`config.mk`:
```
export PLATFORM = sky130hd
export DESIGN_NAME = commit_pair_aligner
export DESIGN_NICKNAME = d
export VERILOG_FILES = /design/src/rtl/commit_pair_aligner_pkg.sv /design/src/rtl/commit_pair_aligner_obs_fifo.sv /design/src/rtl/commit_pair_aligner.sv
export SDC_FILE = /design/constraint.sdc
export NUM_CORES = 1
export LEC_CHECK = 0
export ABC_CLOCK_PERIOD_IN_PS = 14200
export BUFFER_PORTS_ARGS = -buffer_cell sky130_fd_sc_hd__buf_2
export CAP_MARGIN = 10
export CORE_AREA = 2 2 391 315
export DETAILED_ROUTE_END_ITERATION = 8
export DIE_AREA = 0 0 393 317
export PLACE_DENSITY = 0.59
export REMOVE_ABC_BUFFERS = 1
export SYNTH_ARGS = -nofsm -noshare
export SYNTH_HDL_FRONTEND = slang
export SYNTH_SLANG_ARGS = --single-unit
```
`constraint.sdc`:
```
create_clock -name clk -period 14.2 [get_ports clk]
set_clock_uncertainty 0.1 [all_clocks]
set_input_delay 2.84 -clock clk [delete_from_list [all_inputs] [get_ports clk]]
set_output_delay 2.84 -clock clk [all_outputs]
set_load 0.1 [all_outputs]
```
`src/rtl/commit_pair_aligner_pkg.sv`:
```
// Shared types and sizing helpers for the two-copy commit-pair aligner.
package commit_pair_aligner_pkg;

  localparam int OBS_W_DEF = 64;
  localparam int DEPTH_DEF = 8;
  localparam int CNT_W_DEF = 32;

  typedef logic [OBS_W_DEF-1:0] obs_t;

  // Occupancy must represent 0..DEPTH inclusive, hence one extra bit.
  function automatic int occ_width(input int depth);
    return $clog2(depth) + 1;
  endfunction

endpackage

```
`src/rtl/commit_pair_aligner_obs_fifo.sv`:
```
// Synchronous per-copy observation FIFO; push when full and pop when empty are ignored.
module commit_pair_aligner_obs_fifo
  import commit_pair_aligner_pkg::*;
#(
  parameter int W     = OBS_W_DEF,
  parameter int DEPTH = DEPTH_DEF
) (
  input  logic                         clk,
  input  logic                         rst,
  input  logic                         push,
  input  logic [W-1:0]                 din,
  input  logic                         pop,
  output logic [W-1:0]                 dout,
  output logic                         full,
  output logic                         empty,
  output logic [occ_width(DEPTH)-1:0]  occ
);

  localparam int AW    = $clog2(DEPTH);
  localparam int OCC_W = occ_width(DEPTH);

  logic [W-1:0]     mem [DEPTH];
  logic [AW-1:0]    wptr;
  logic [AW-1:0]    rptr;
  logic [OCC_W-1:0] occ_r;
  logic             do_push;
  logic             do_pop;

  assign do_push = push && !full;
  assign do_pop  = pop && !empty;

  // Storage array, deliberately without reset: pointers define validity.
  always_ff @(posedge clk) begin
    if (do_push) begin
      mem[wptr] <= din;
    end
  end

  // Pointers wrap naturally because DEPTH is a power of two.
  always_ff @(posedge clk) begin
    if (rst) begin
      wptr  <= '0;
      rptr  <= '0;
      occ_r <= '0;
    end else begin
      if (do_push) begin
        wptr <= wptr + AW'(1);
      end
      if (do_pop) begin
        rptr <= rptr + AW'(1);
      end
      case ({do_push, do_pop})
        2'b10:   occ_r <= occ_r + OCC_W'(1);
        2'b01:   occ_r <= occ_r - OCC_W'(1);
        default: occ_r <= occ_r;
      endcase
    end
  end

  assign full  = (occ_r == OCC_W'(DEPTH));
  assign empty = (occ_r == '0);
  assign dout  = mem[rptr];
  assign occ   = occ_r;

endmodule

```
`src/rtl/commit_pair_aligner.sv`:
```
// Buffers two copies' commit observations and releases them as lockstep pairs,
// with registered near-full stall requests, mismatch tracking and drain checks.
module commit_pair_aligner
  import commit_pair_aligner_pkg::*;
#(
  parameter int OBS_W = OBS_W_DEF,
  parameter int DEPTH = DEPTH_DEF,
  parameter int CNT_W = CNT_W_DEF
) (
  input  logic             clk,
  input  logic             rst,
  input  logic             commit_1_i,
  input  logic [OBS_W-1:0] obs_1_i,
  input  logic             commit_2_i,
  input  logic [OBS_W-1:0] obs_2_i,
  output logic             stall_1_o,
  output logic             stall_2_o,
  output logic             pair_valid_o,
  input  logic             pair_ready_i,
  output logic [OBS_W-1:0] pair_obs_1_o,
  output logic [OBS_W-1:0] pair_obs_2_o,
  output logic             mismatch_o,
  output logic [CNT_W-1:0] mismatch_idx_o,
  output logic [CNT_W-1:0] pair_cnt_o,
  output logic             overflow_o,
  input  logic             drain_i,
  output logic             unpaired_o
);

  localparam int OCC_W = occ_width(DEPTH);

  logic [OBS_W-1:0] head_1;
  logic [OBS_W-1:0] head_2;
  logic             full_1;
  logic             full_2;
  logic             empty_1;
  logic             empty_2;
  logic [OCC_W-1:0] occ_1;
  logic [OCC_W-1:0] occ_2;
  logic [OCC_W-1:0] occ_nxt_1;
  logic [OCC_W-1:0] occ_nxt_2;
  logic             push_1;
  logic             push_2;
  logic             load;
  logic             drop;
  logic             unpaired_hit;

  assign push_1 = commit_1_i && !full_1;
  assign push_2 = commit_2_i && !full_2;
  assign drop   = (commit_1_i && full_1) || (commit_2_i && full_2);
  assign load   = !empty_1 && !empty_2 && (!pair_valid_o || pair_ready_i);
  assign unpaired_hit = drain_i && (occ_1 != occ_2) && !commit_1_i && !commit_2_i;

  commit_pair_aligner_obs_fifo #(.W(OBS_W), .DEPTH(DEPTH)) u_fifo_1 (
    .clk   (clk),
    .rst   (rst),
    .push  (commit_1_i),
    .din   (obs_1_i),
    .pop   (load),
    .dout  (head_1),
    .full  (full_1),
    .empty (empty_1),
    .occ   (occ_1)
  );

  commit_pair_aligner_obs_fifo #(.W(OBS_W), .DEPTH(DEPTH)) u_fifo_2 (
    .clk   (clk),
    .rst   (rst),
    .push  (commit_2_i),
    .din   (obs_2_i),
    .pop   (load),
    .dout  (head_2),
    .full  (full_2),
    .empty (empty_2),
    .occ   (occ_2)
  );

  // Post-update occupancy of each FIFO; it feeds the stall registers.
  always_comb begin
    occ_nxt_1 = occ_1;
    occ_nxt_2 = occ_2;
    case ({push_1, load})
      2'b10:   occ_nxt_1 = occ_1 + OCC_W'(1);
      2'b01:   occ_nxt_1 = occ_1 - OCC_W'(1);
      default: occ_nxt_1 = occ_1;
    endcase
    case ({push_2, load})
      2'b10:   occ_nxt_2 = occ_2 + OCC_W'(1);
      2'b01:   occ_nxt_2 = occ_2 - OCC_W'(1);
      default: occ_nxt_2 = occ_2;
    endcase
  end

  // Stall at DEPTH-1 leaves room for the one commit already in flight.
  always_ff @(posedge clk) begin
    if (rst) begin
      stall_1_o  <= 1'b0;
      stall_2_o  <= 1'b0;
      overflow_o <= 1'b0;
      unpaired_o <= 1'b0;
    end else begin
      stall_1_o  <= (occ_nxt_1 >= OCC_W'(DEPTH - 1));
      stall_2_o  <= (occ_nxt_2 >= OCC_W'(DEPTH - 1));
      overflow_o <= overflow_o | drop;
      unpaired_o <= unpaired_o | unpaired_hit;
    end
  end

  // Output register: load a pair, hold under backpressure, clear after accept.
  always_ff @(posedge clk) begin
    if (rst) begin
      pair_valid_o   <= 1'b0;
      pair_obs_1_o   <= '0;
      pair_obs_2_o   <= '0;
      pair_cnt_o     <= '0;
      mismatch_o     <= 1'b0;
      mismatch_idx_o <= '0;
    end else if (load) begin
      pair_valid_o <= 1'b1;
      pair_obs_1_o <= head_1;
      pair_obs_2_o <= head_2;
      pair_cnt_o   <= pair_cnt_o + CNT_W'(1);
      if ((head_1 != head_2) && !mismatch_o) begin
        mismatch_o     <= 1'b1;
        mismatch_idx_o <= pair_cnt_o;
      end
    end else if (pair_ready_i) begin
      pair_valid_o <= 1'b0;
    end
  end

endmodule

```
After elaboration in Yosys (flattened, before gate mapping)
Memories as Yosys holds them, arrays and structs flattened. A register that Yosys moved wholly into a read port is not among the register bits. Cells that the tools add are included.

Input port bits: 134. Memory bits (writable): 1024. Output and inout port bits: 198. Logic and storage cells: 85. Register bits: 218. Memories kept: 2.

Equality and inequality tests: 12. Reduce and logical (&&, ||, !) cells: 28. $lt $le $gt $ge: 2. Bitwise operators: 2. Multiplexer cells: 14. $add $sub $neg: 9.

Memories: u_fifo_1.mem (depth 8, width 64, rd ports 1, clocked after memory_dff 1, wr ports 1, line commit_pair_aligner_obs_fifo.sv:22) `logic [W-1:0] mem [DEPTH];`; u_fifo_2.mem (depth 8, width 64, rd ports 1, clocked after memory_dff 1, wr ports 1, line commit_pair_aligner_obs_fifo.sv:22).

Operators by type and width (count): inequality test 64 bit (1); adder 32 x 1 -> 32 bit (second input constant) (1); case mux 4 bit (2 select lines) (4); adder 3 x 1 -> 3 bit (second input constant) (4); logical AND 1 bit (12); two-way mux 3 bit (4); adder 4 x 1 -> 4 bit (second input constant) (2); == test 2 x 1 -> 1 bit (second input constant) (4); == test 2 bit (second input constant) (4); == test 4 bit (second input constant) (2); greater-or-equal comparator 4 x 3 -> 1 bit (second input constant) (2); zero test 1 bit (8); zero test 4 bit (2); subtractor 4 x 1 -> 4 bit (second input constant) (2); two-way mux 1 bit (6); nonzero test 2 bit (3); inequality test 4 bit (1); logical OR 1 bit (2); bitwise OR 1 bit (2); AND reduction 2 bit (1).

Depth between registers and ports, before layout
Gate-level depths: netlist (run 1).

Depth in word-level cells: 7. Depth in mapped cells: 15. Mapped depth without buffers: 13.

Hierarchy
Synthesis (run 1) repeated with hierarchy kept, for this count alone.

Cell total of the unflattened synthesis: 2618. Area, all modules: 48046.1 sq um.

Modules (own cells, without submodules): commit_pair_aligner_obs_fifo (sequential area each 15635.0 sq um, area an instance 19875.3 sq um, instances 2, cells each 813); commit_pair_aligner (sequential area each 3963.8 sq um, area an instance 8295.5 sq um, instances 1, cells each 992).

Least setup slack after synthesis (run 1)
No wires, ideal clock.

Path type: input to register. From: input port commit_1_i. To: memory u_fifo_1.mem[0][0] in the netlist's numbering (enable). Setup time: 0.644 ns. Buffers on the path: 0. Cell stages on the path: 2. Data required time: 13.456 ns. Slack: 4.395 ns. Arrival: 9.061 ns. Path through: nand2_1 -> nor4_1.

Longest elaborated chain between the ends: 3.

RTL lines: start, declared (line commit_pair_aligner.sv:12) `input logic commit_1_i,`; logical AND 1 bit (line commit_pair_aligner_obs_fifo.sv:29) `assign do_push = push && !full;`; two-way mux 1 bit (line commit_pair_aligner_obs_fifo.sv:34) `if (do_push) begin`; two-way mux 1 bit (not written as such) (line commit_pair_aligner_obs_fifo.sv:35) `mem[wptr] <= din;`; end, declared (line commit_pair_aligner_obs_fifo.sv:22).

Every way passes these cells.

Worst setup path in the final report (run 1)
From: input port pair_ready_i. To: register pair_obs_1_o[9].

Longest elaborated chain between the ends: 2.

RTL lines: start, declared (line commit_pair_aligner.sv:19) `input logic pair_ready_i,`; logical OR 1 bit (line commit_pair_aligner.sv:51) `assign load = !empty_1 && !empty_2 && (!pair_valid_o || pair_ready_i);`; logical AND 1 bit (line commit_pair_aligner.sv:51); end signal, assigned (line commit_pair_aligner.sv:113) `pair_obs_1_o <= '0;`; end signal, assigned (line commit_pair_aligner.sv:120) `pair_obs_1_o <= head_1;`; end, declared (line commit_pair_aligner.sv:20) `output logic [OBS_W-1:0] pair_obs_1_o,`.

Every way passes these cells. A chain may end at the register's enable or synchronous reset.

==> out/qor.yml, run 1 <==
hp-class: "flip-flop to flip-flop"
worst_pin_slew_ns: 1.03
drt-total-wl_um: 119000
start_util: 0.398
drt_iter0_drc: 1903
finalMaxSlewViolations: 0
io_buffers: 331
dr.pass1.iters: 5
grt_pass1_vias: 24900
grt_pass1_wl_um: 171000
cp_cell_sequence: "buf_2, nand2b_1, o221a_4, buf_4, buf_4, buf_4, nor2_1, a211oi_1"
area_delta_synth_final_pct: 15.1
cp-end-kind: "flip-flop"
dp.cells: 4457
rsz0062_at_grt: "no"
nets: 3103
synth_area_um2: 48000
root_buffer: "clkbuf_16"
globalRouteOverflowTotal: 0
power.density_nw_per_um2: 203
vias: 24600
avgSynthCellArea_um2: 18.5
slowest_stage: "buf_4"
die_w_um: 393
ys_seq_elements: 1248
hold_buffers: 0
final_antenna_net_count: 0
drc: 0
via_per_inst: 5.23
min_from: "unpaired_o$_SDFF_PP0_"
maxSlewHeadroom: 0.312
cts_setup_buffers: 0
period_share: 0.429
whs_path_depth: 2
fmaxAchievable_mhz: 164
final-hold-violation-count: 0
cp.arrival_ns: 6.60
synth_compound_area_frac: 0.0289
grtUsageTotal: 0.190
gp_congestion: 0.790
clkTransAtPathRegs_ns: 0.06
startpoint_type: "primary input"
cts_num_sinks: 1248
tns_ns: 0
cp_max_fo: 86
yosysSeqAreaShare: 0.734
synth.yosys.warnings: 0
synth_top_family_by_area: "multiplexers"
critPathTopFamily: "buffers and inverters"
ioPinCount: 332
reg2reg_slack_ns: 8.26
cp_num_buf_inv: 4
r2r_end: "mismatch_idx_o[7]$_SDFFE_PP0P_"
cpMostUsedCell: "buf_4"
grt_antenna_before_repair: 43
cts_resized: 0
cts_max_level: 3
synthAdderAreaFrac: 0.00391
min_period_ns: 6.10
criticalPathCategory: "primary input to flip-flop"
coreArea_um2: 121000
ys_types: 45
outcome: "complete, no violations"
stdcell_count: 4703
clk_path_buf_depth: 3
detailed_place_hpwl_um: 73600
reg2reg_depth: 11
max-vdd-ir-drop_mv: 0.228
synth-simple-area-share: 0.0446
tritoncts: "built"
synth_xor_area_frac: 0.0197
muxShareOfSynthArea: 0.149
fp.dieH_um: 317
cp.required_ns: 14.70
dieArea_um2: 125000
slowest_delay_ns: 0.81
drive_gt1_frac: 0.269
insertion_delay_ns: 0.74
fillerInstances: 10300
hold_end: "unpaired_o$_SDFF_PP0_"
p_leak_uw: 0.0180
multi_input_area_um2: 11900
regArea_um2: 35300
rows: 114
finalSetupViolCount: 0
wire_per_inst_um: 25.3
drv_cap: 0
grt_max_degree: 100
netlist_instances: 2598
cts_buffers: 119
[how the worst max path moves through the flow]
stage	endpoint	slack, ns	cells after the start	start
after global placement	flip-flop	7.36	9	pair_ready_i
after CTS	mismatch_idx_o[11]$_SDFFE_PP0P_	8.05	11	flip-flop
after detailed placement	flip-flop	7.37	9	pair_ready_i
final	pair_obs_1_o[9]$_SDFFE_PP0N_	8.10	8	pair_ready_i
after floorplan	u_fifo_1.mem[0][0]$_DFFE_PP_	4.39	2	commit_1_i
after global routing	mismatch_idx_o[19]$_SDFFE_PP0P_	7.82	11	flip-flop
[registers in the layout, summed over array words and instances, names as in the netlist, 3 cells and up, named ones only]
name / cells
pair_obs_2_o: 64
u_fifo_1.rptr: 3
u_fifo_2.occ: 4
u_fifo_1.mem: 512
u_fifo_2.wptr: 3
u_fifo_2.mem: 512
u_fifo_2.rptr: 3
u_fifo_1.wptr: 3
mismatch_idx_o: 32
u_fifo_1.occ: 4
pair_cnt_o: 32
pair_obs_1_o: 64
[cell usage after synthesis (all sizes together)]
| cell type | number | area, um^2 |
|---|---|---|
| or3 | 8 | 50.1 |
| nand4 | 14 | 87.6 |
| nor2b | 5 | 31.3 |
| mux2i | 184 | 1850 |
| xor2 | 69 | 604 |
| mux4 | 234 | 5290 |
| o221a | 3 | 33.8 |
| a31oi | 6 | 37.5 |
| a22oi | 22 | 165 |
| clkbuf | 65 | 244 |
| nor3 | 25 | 125 |
| nor2 | 209 | 792 |
| and3 | 5 | 31.3 |
| and2 | 2 | 12.5 |
| o21ba | 1 | 10.0 |
| a21oi | 27 | 135 |
| nor4 | 15 | 106 |
| and4 | 3 | 26.3 |
| nand2b | 83 | 519 |
| nand2 | 79 | 299 |
| inv | 10 | 37.5 |
| dfxtp | 224 | 4480 |
| o22ai | 1 | 6.26 |
| ha | 15 | 188 |
| and2b | 1 | 7.51 |
| xnor2 | 39 | 342 |
| edfxtp | 1024 | 30700 |
| a211oi | 120 | 913 |
| a221oi | 2 | 17.5 |
| o221ai | 2 | 17.5 |
| clkinv | 1 | 3.75 |
| o21ai | 10 | 50.1 |
| buf | 80 | 671 |
| nand3 | 10 | 50.1 |
[worst min-delay path, stage by stage, from the launching register on]
cell and delay [ns]:
dfxtp_1 0.33, a31oi_1 0.04, nor2_1 0.07
[layout make-up]
cell class,count,area share
tap,1624,0.0368
antenna,19,0.000861
multi-input combinational,1194,0.216
inverter,11,0.000747
clock buffer,162,0.0603
timing repair buffer,380,0.0368
sequential,1248,0.638
clock inverter,65,0.0108
[cell usage in the layout (no fill, tap or decap), types with 8 or more instances in the layout]
cell type     n
a211oi_1    119
a21oi_1      27
a22oi_1      22
buf_2       330
buf_4        49
bufinv_16     9
clkbuf_1     27
clkbuf_16   122
clkbuf_8     14
clkinv_1     19
clkinv_2     24
dfxtp_1     218
diode_2      19
edfxtp_1   1024
ha_1         15
inv_1        10
mux2i_1     183
mux4_2      228
nand2_1      78
nand2b_1     83
nand3_1      10
nand4_1      14
nor2_1      199
nor2_4       10
nor3_1       19
nor4_1       12
o21ai_0      10
or3_1         8
xnor2_1      39
xor2_1       69
[report_power, final]
| part | internal, uW | switching, uW | leakage, uW |
|---|---|---|---|
| Clock | 1810 | 1370 | 0.00193 |
| Sequential | 4290 | 294 | 0.0111 |
| Combinational | 847 | 2640 | 0.00490 |
| Total | 6940 | 4300 | 0.0180 |
[per-stage QoR]
step	utilization	setup WS (ns)	power (uW)	hold WS, ns	area [um^2]
detailed placement	0.425	7.37	8200	0.359	51300
CTS	0.458	8.05	11400	0.372	55200
global placement	0.425	7.36	8160	0.347	51300
floorplan	-	4.39	7350	0.347	47100
global route	0.458	7.82	11700	0.388	55200
finish	0.458	8.10	11200	0.373	55300
[metal layers]
layer  global-route usage  vias to the layer above  routed length (um)
met4               0.0556                       36                3210
met5                    0                        -                 220
met3               0.0523                      224                9010
met1                0.247                    12700               48800
met2                0.312                      664               57800
li1                     -                    11000                   -
[cells by family (layout without fill, tap and decap cells)]
family	after synthesis	after routing
other	0	19
AOI/OAI and AO/OA	194	194
muxes	418	418
xor gates and xnor gates	108	108
and+or+nand+nor	459	459
DFF	1248	1248
adders and majority gates	15	15
buffers and inverters	156	618
Note: power is estimated with default switching activity, not from simulation.
==> run 2, diff against run 1 <==
--- a/config.mk
+++ b/config.mk
@@ -5,13 +5,14 @@
 export SDC_FILE = /design/constraint.sdc
 export NUM_CORES = 1
 export LEC_CHECK = 0
-export ABC_CLOCK_PERIOD_IN_PS = 14200
+export ABC_AREA = 1
+export ABC_CLOCK_PERIOD_IN_PS = 5100
 export BUFFER_PORTS_ARGS = -buffer_cell sky130_fd_sc_hd__buf_2
 export CAP_MARGIN = 10
-export CORE_AREA = 2 2 391 315
+export CORE_AREA = 2 2 415 335
 export DETAILED_ROUTE_END_ITERATION = 8
-export DIE_AREA = 0 0 393 317
-export PLACE_DENSITY = 0.59
+export DIE_AREA = 0 0 417 337
+export PLACE_DENSITY = 0.61
 export REMOVE_ABC_BUFFERS = 1
 export SYNTH_ARGS = -nofsm -noshare
 export SYNTH_HDL_FRONTEND = slang
==> constraint.sdc (replaced) <==
create_clock -name clk -period 5.1 [get_ports clk]
set_clock_uncertainty 0.1 [all_clocks]
set_input_delay 1.02 -clock clk [delete_from_list [all_inputs] [get_ports clk]]
set_output_delay 1.02 -clock clk [all_outputs]
set_load 0.1 [all_outputs]
==> run 2 against run 1 <==
  * Core utilization is 0.54 points lower
  * Setup slack worse by 7.0 ns
  * Sequential power rose to 2.7 times the previous value
  * Routed wire length increased by 28%
  * Synthesized cell count is 120% higher
  * Design area increased by 12%
  * Via count increased by 59%
  * Count of clock-buffer cells in the layout grew 24
  * Clock power grew to 2.9 times the previous value
  * Die area rose by 13%
  * Register-to-register slack worse by 7.1 ns
  * Critical endpoint is now mismatch_idx_o[14]$_SDFFE_PP0P_
  * Largest power group is now combinational cells
==> out/qor.yml, run 2 <==
rows: 122
netlist_instances: 5779
dieArea_um2: 141000
finalSetupViolCount: 0
cp.required_ns: 5.65
tns_ns: 0
worst_pin_slew_ns: 0.951
wl_met2_um: 72600
via_per_inst: 4.91
ys.flop_type: "edfxtp_1"
grt_pass1_vias: 36100
final_cell_mix: "1941 x nand2_1, 1024 x edfxtp_1, 836 x inv_1, 581 x nand3_1, 331 x buf_2"
power.density_nw_per_um2: 560
cts_setup_buffers: 0
wl_met3_um: 9130
hold_buffers: 0
routed.top_layer: "met5"
ioPinCount: 332
vias: 39000
cts_max_level: 4
fmaxAchievable_mhz: 253
async_reset_ff_frac: 0
cp.arrival_ns: 4.50
grt_antenna_before_repair: 46
root_buffer: "clkbuf_16"
max-vdd-ir-drop_mv: 0.570
final_antenna_net_count: 0
drc: 0
cp-end-kind: "flip-flop"
synth_area_leaders: "edfxtp_1 57%, nand2_1 13%, dfxtp_1 8.3%"
dpl_cell_area_um2: 57800
rsz0062_at_grt: "no"
coreArea_um2: 137000
p_leak_uw: 0.0271
design_area_um2: 62000
cts_buffers: 131
synth_area_um2: 54200
start_util: 0.396
insertion_delay_ns: 0.78
hp-class: "flip-flop to flip-flop"
grtUsageTotal: 0.214
cp-endpoint: "mismatch_idx_o[14]$_SDFFE_PP0P_"
outcome: "complete, no violations"
min_period_ns: 3.96
reg2reg_depth: 20
criticalPathCategory: "flip-flop to flip-flop"
fin_util: 0.453
nets: 6177
clkTransAtPathRegs_ns: 0.06
drv_cap: 0
drt-total-wl_um: 153000
fillerInstances: 12800
synth_top_area_cell: "edfxtp_1"
synth_edf_count: 1024
post-synth-top-count-cell: "nand2_1"
avgSynthCellArea_um2: 9.37
netlist.area_leader.share: 0.568
ys_seq_elements: 1248
cts_num_sinks: 1248
largestRegisters: "u_fifo_1.mem x512, u_fifo_2.mem x512"
startpoint_type: "flip-flop"
cp_max_fo: 99
cts_resized: 0
synthTopCellsByCount: "1942 x nand2_1, 1024 x edfxtp_1, 837 x inv_1"
final-hold-violation-count: 0
clk_path_buf_depth: 3
met1_length_um: 66800
r2r_end: "mismatch_idx_o[14]$_SDFFE_PP0P_"
grt_max_degree: 181
gp_congestion: 0.808
io_buffers: 331
drive_gt1_frac: 0.103
maxSlewHeadroom: 0.365
yosysSeqAreaShare: 0.651
dr.pass1.iters: 6
holdWs_ns: 0.352
wire_per_inst_um: 19.2
finalMaxSlewViolations: 0
synth.yosys.warnings: 0
ys_types: 35
tritoncts: "built"
layout.cells.most_common: "nand2_1"
die_w_um: 417
globalRouteOverflowTotal: 0
period_share: 0.776
area_delta_synth_final_pct: 14.5
detailed_place_hpwl_um: 91700
fp.dieH_um: 337
drt_iter0_drc: 3252
grt_pass1_wl_um: 227000
reg2reg_slack_ns: 1.14
-- run 2: layout make-up --
type                       instances  area, um^2  area share
clock inverter                    55         443     0.00714
antenna                           12        30.0    0.000484
timing repair buffer             404        2550      0.0412
sequential                      1248       35300       0.568
tap                             1798        2250      0.0363
inverter                         845        3210      0.0518
multi-input combinational       3398       14600       0.235
clock buffer                     186        3720      0.0600
-- run 2: report_power, final --
part	leakage [uW]	switching (uW)	internal (uW)
Sequential	0.0111	473	12000
Clock	0.00206	4040	5320
Combinational	0.0139	10000	2900
Total	0.0271	14500	20200
-- run 2: worst max-delay path, stage by stage (launching register included) --
cell and delay, ns:
dfxtp_4 0.54, buf_12 0.39, buf_4 0.41, nand2_1 0.08, nand2_1 0.07, nand2_1 0.04, nand2_1 0.09, nand2_1 0.06
nand2_1 0.19, inv_1 0.08, nand2_1 0.07, nand2_1 0.05, nor2_1 0.09, nand2_1 0.13, nor2_1 0.24, nand2_1 0.20
nor2_1 0.16, nand2_2 0.05, buf_4 0.30, a21oi_1 0.24, nor2_1 0.06
-- run 2: how the worst min path moves through the flow --
stage                                  start                    end  slack [ns]  cells past startpoint
2_1_floorplan  u_fifo_2.rptr[0]$_SDFFE_PP0N_              flip-flop        0.35                      1
3_3_place_gp           unpaired_o$_SDFF_PP0_  unpaired_o$_SDFF_PP0_        0.34                      2
3_5_place_dp           unpaired_o$_SDFF_PP0_  unpaired_o$_SDFF_PP0_        0.35                      2
4_1_cts                unpaired_o$_SDFF_PP0_  unpaired_o$_SDFF_PP0_        0.36                      2
5_1_grt                unpaired_o$_SDFF_PP0_  unpaired_o$_SDFF_PP0_        0.37                      2
6_report               unpaired_o$_SDFF_PP0_  unpaired_o$_SDFF_PP0_        0.35                      2
-- run 2: logic make-up (layout without fill, tap and decap cells) --
logic type	Yosys count	in the layout	share of synthesized area
AND/OR/NAND/NOR	2865	2865	0.213
flip-flops	1248	1248	0.651
buffers and inverters	1133	1490	0.0831
AO/OA/AOI/OAI	501	501	0.0470
XOR/XNOR	16	16	0.00259
adder cells (fa/ha/maj)	15	15	0.00347
multiplexers	1	1	0.000185
other	0	12	0
-- run 2: routing by layer --
metal	track usage	up-vias
li1	-	19100
met1	0.287	18400
met2	0.357	1183
met3	0.0342	273
met4	0.0684	20
met5	0	-
-- run 2: stage by stage --
stage          cells  power, uW  setup slack, ns
3_3_place_gp    7693      25500             1.20
5_1_grt         7938      36600            0.711
4_1_cts         7934      35000             1.14
3_5_place_dp    7693      25600             1.16
2_1_floorplan   5491      22000            -6.22
6_report        7946      34700             1.14
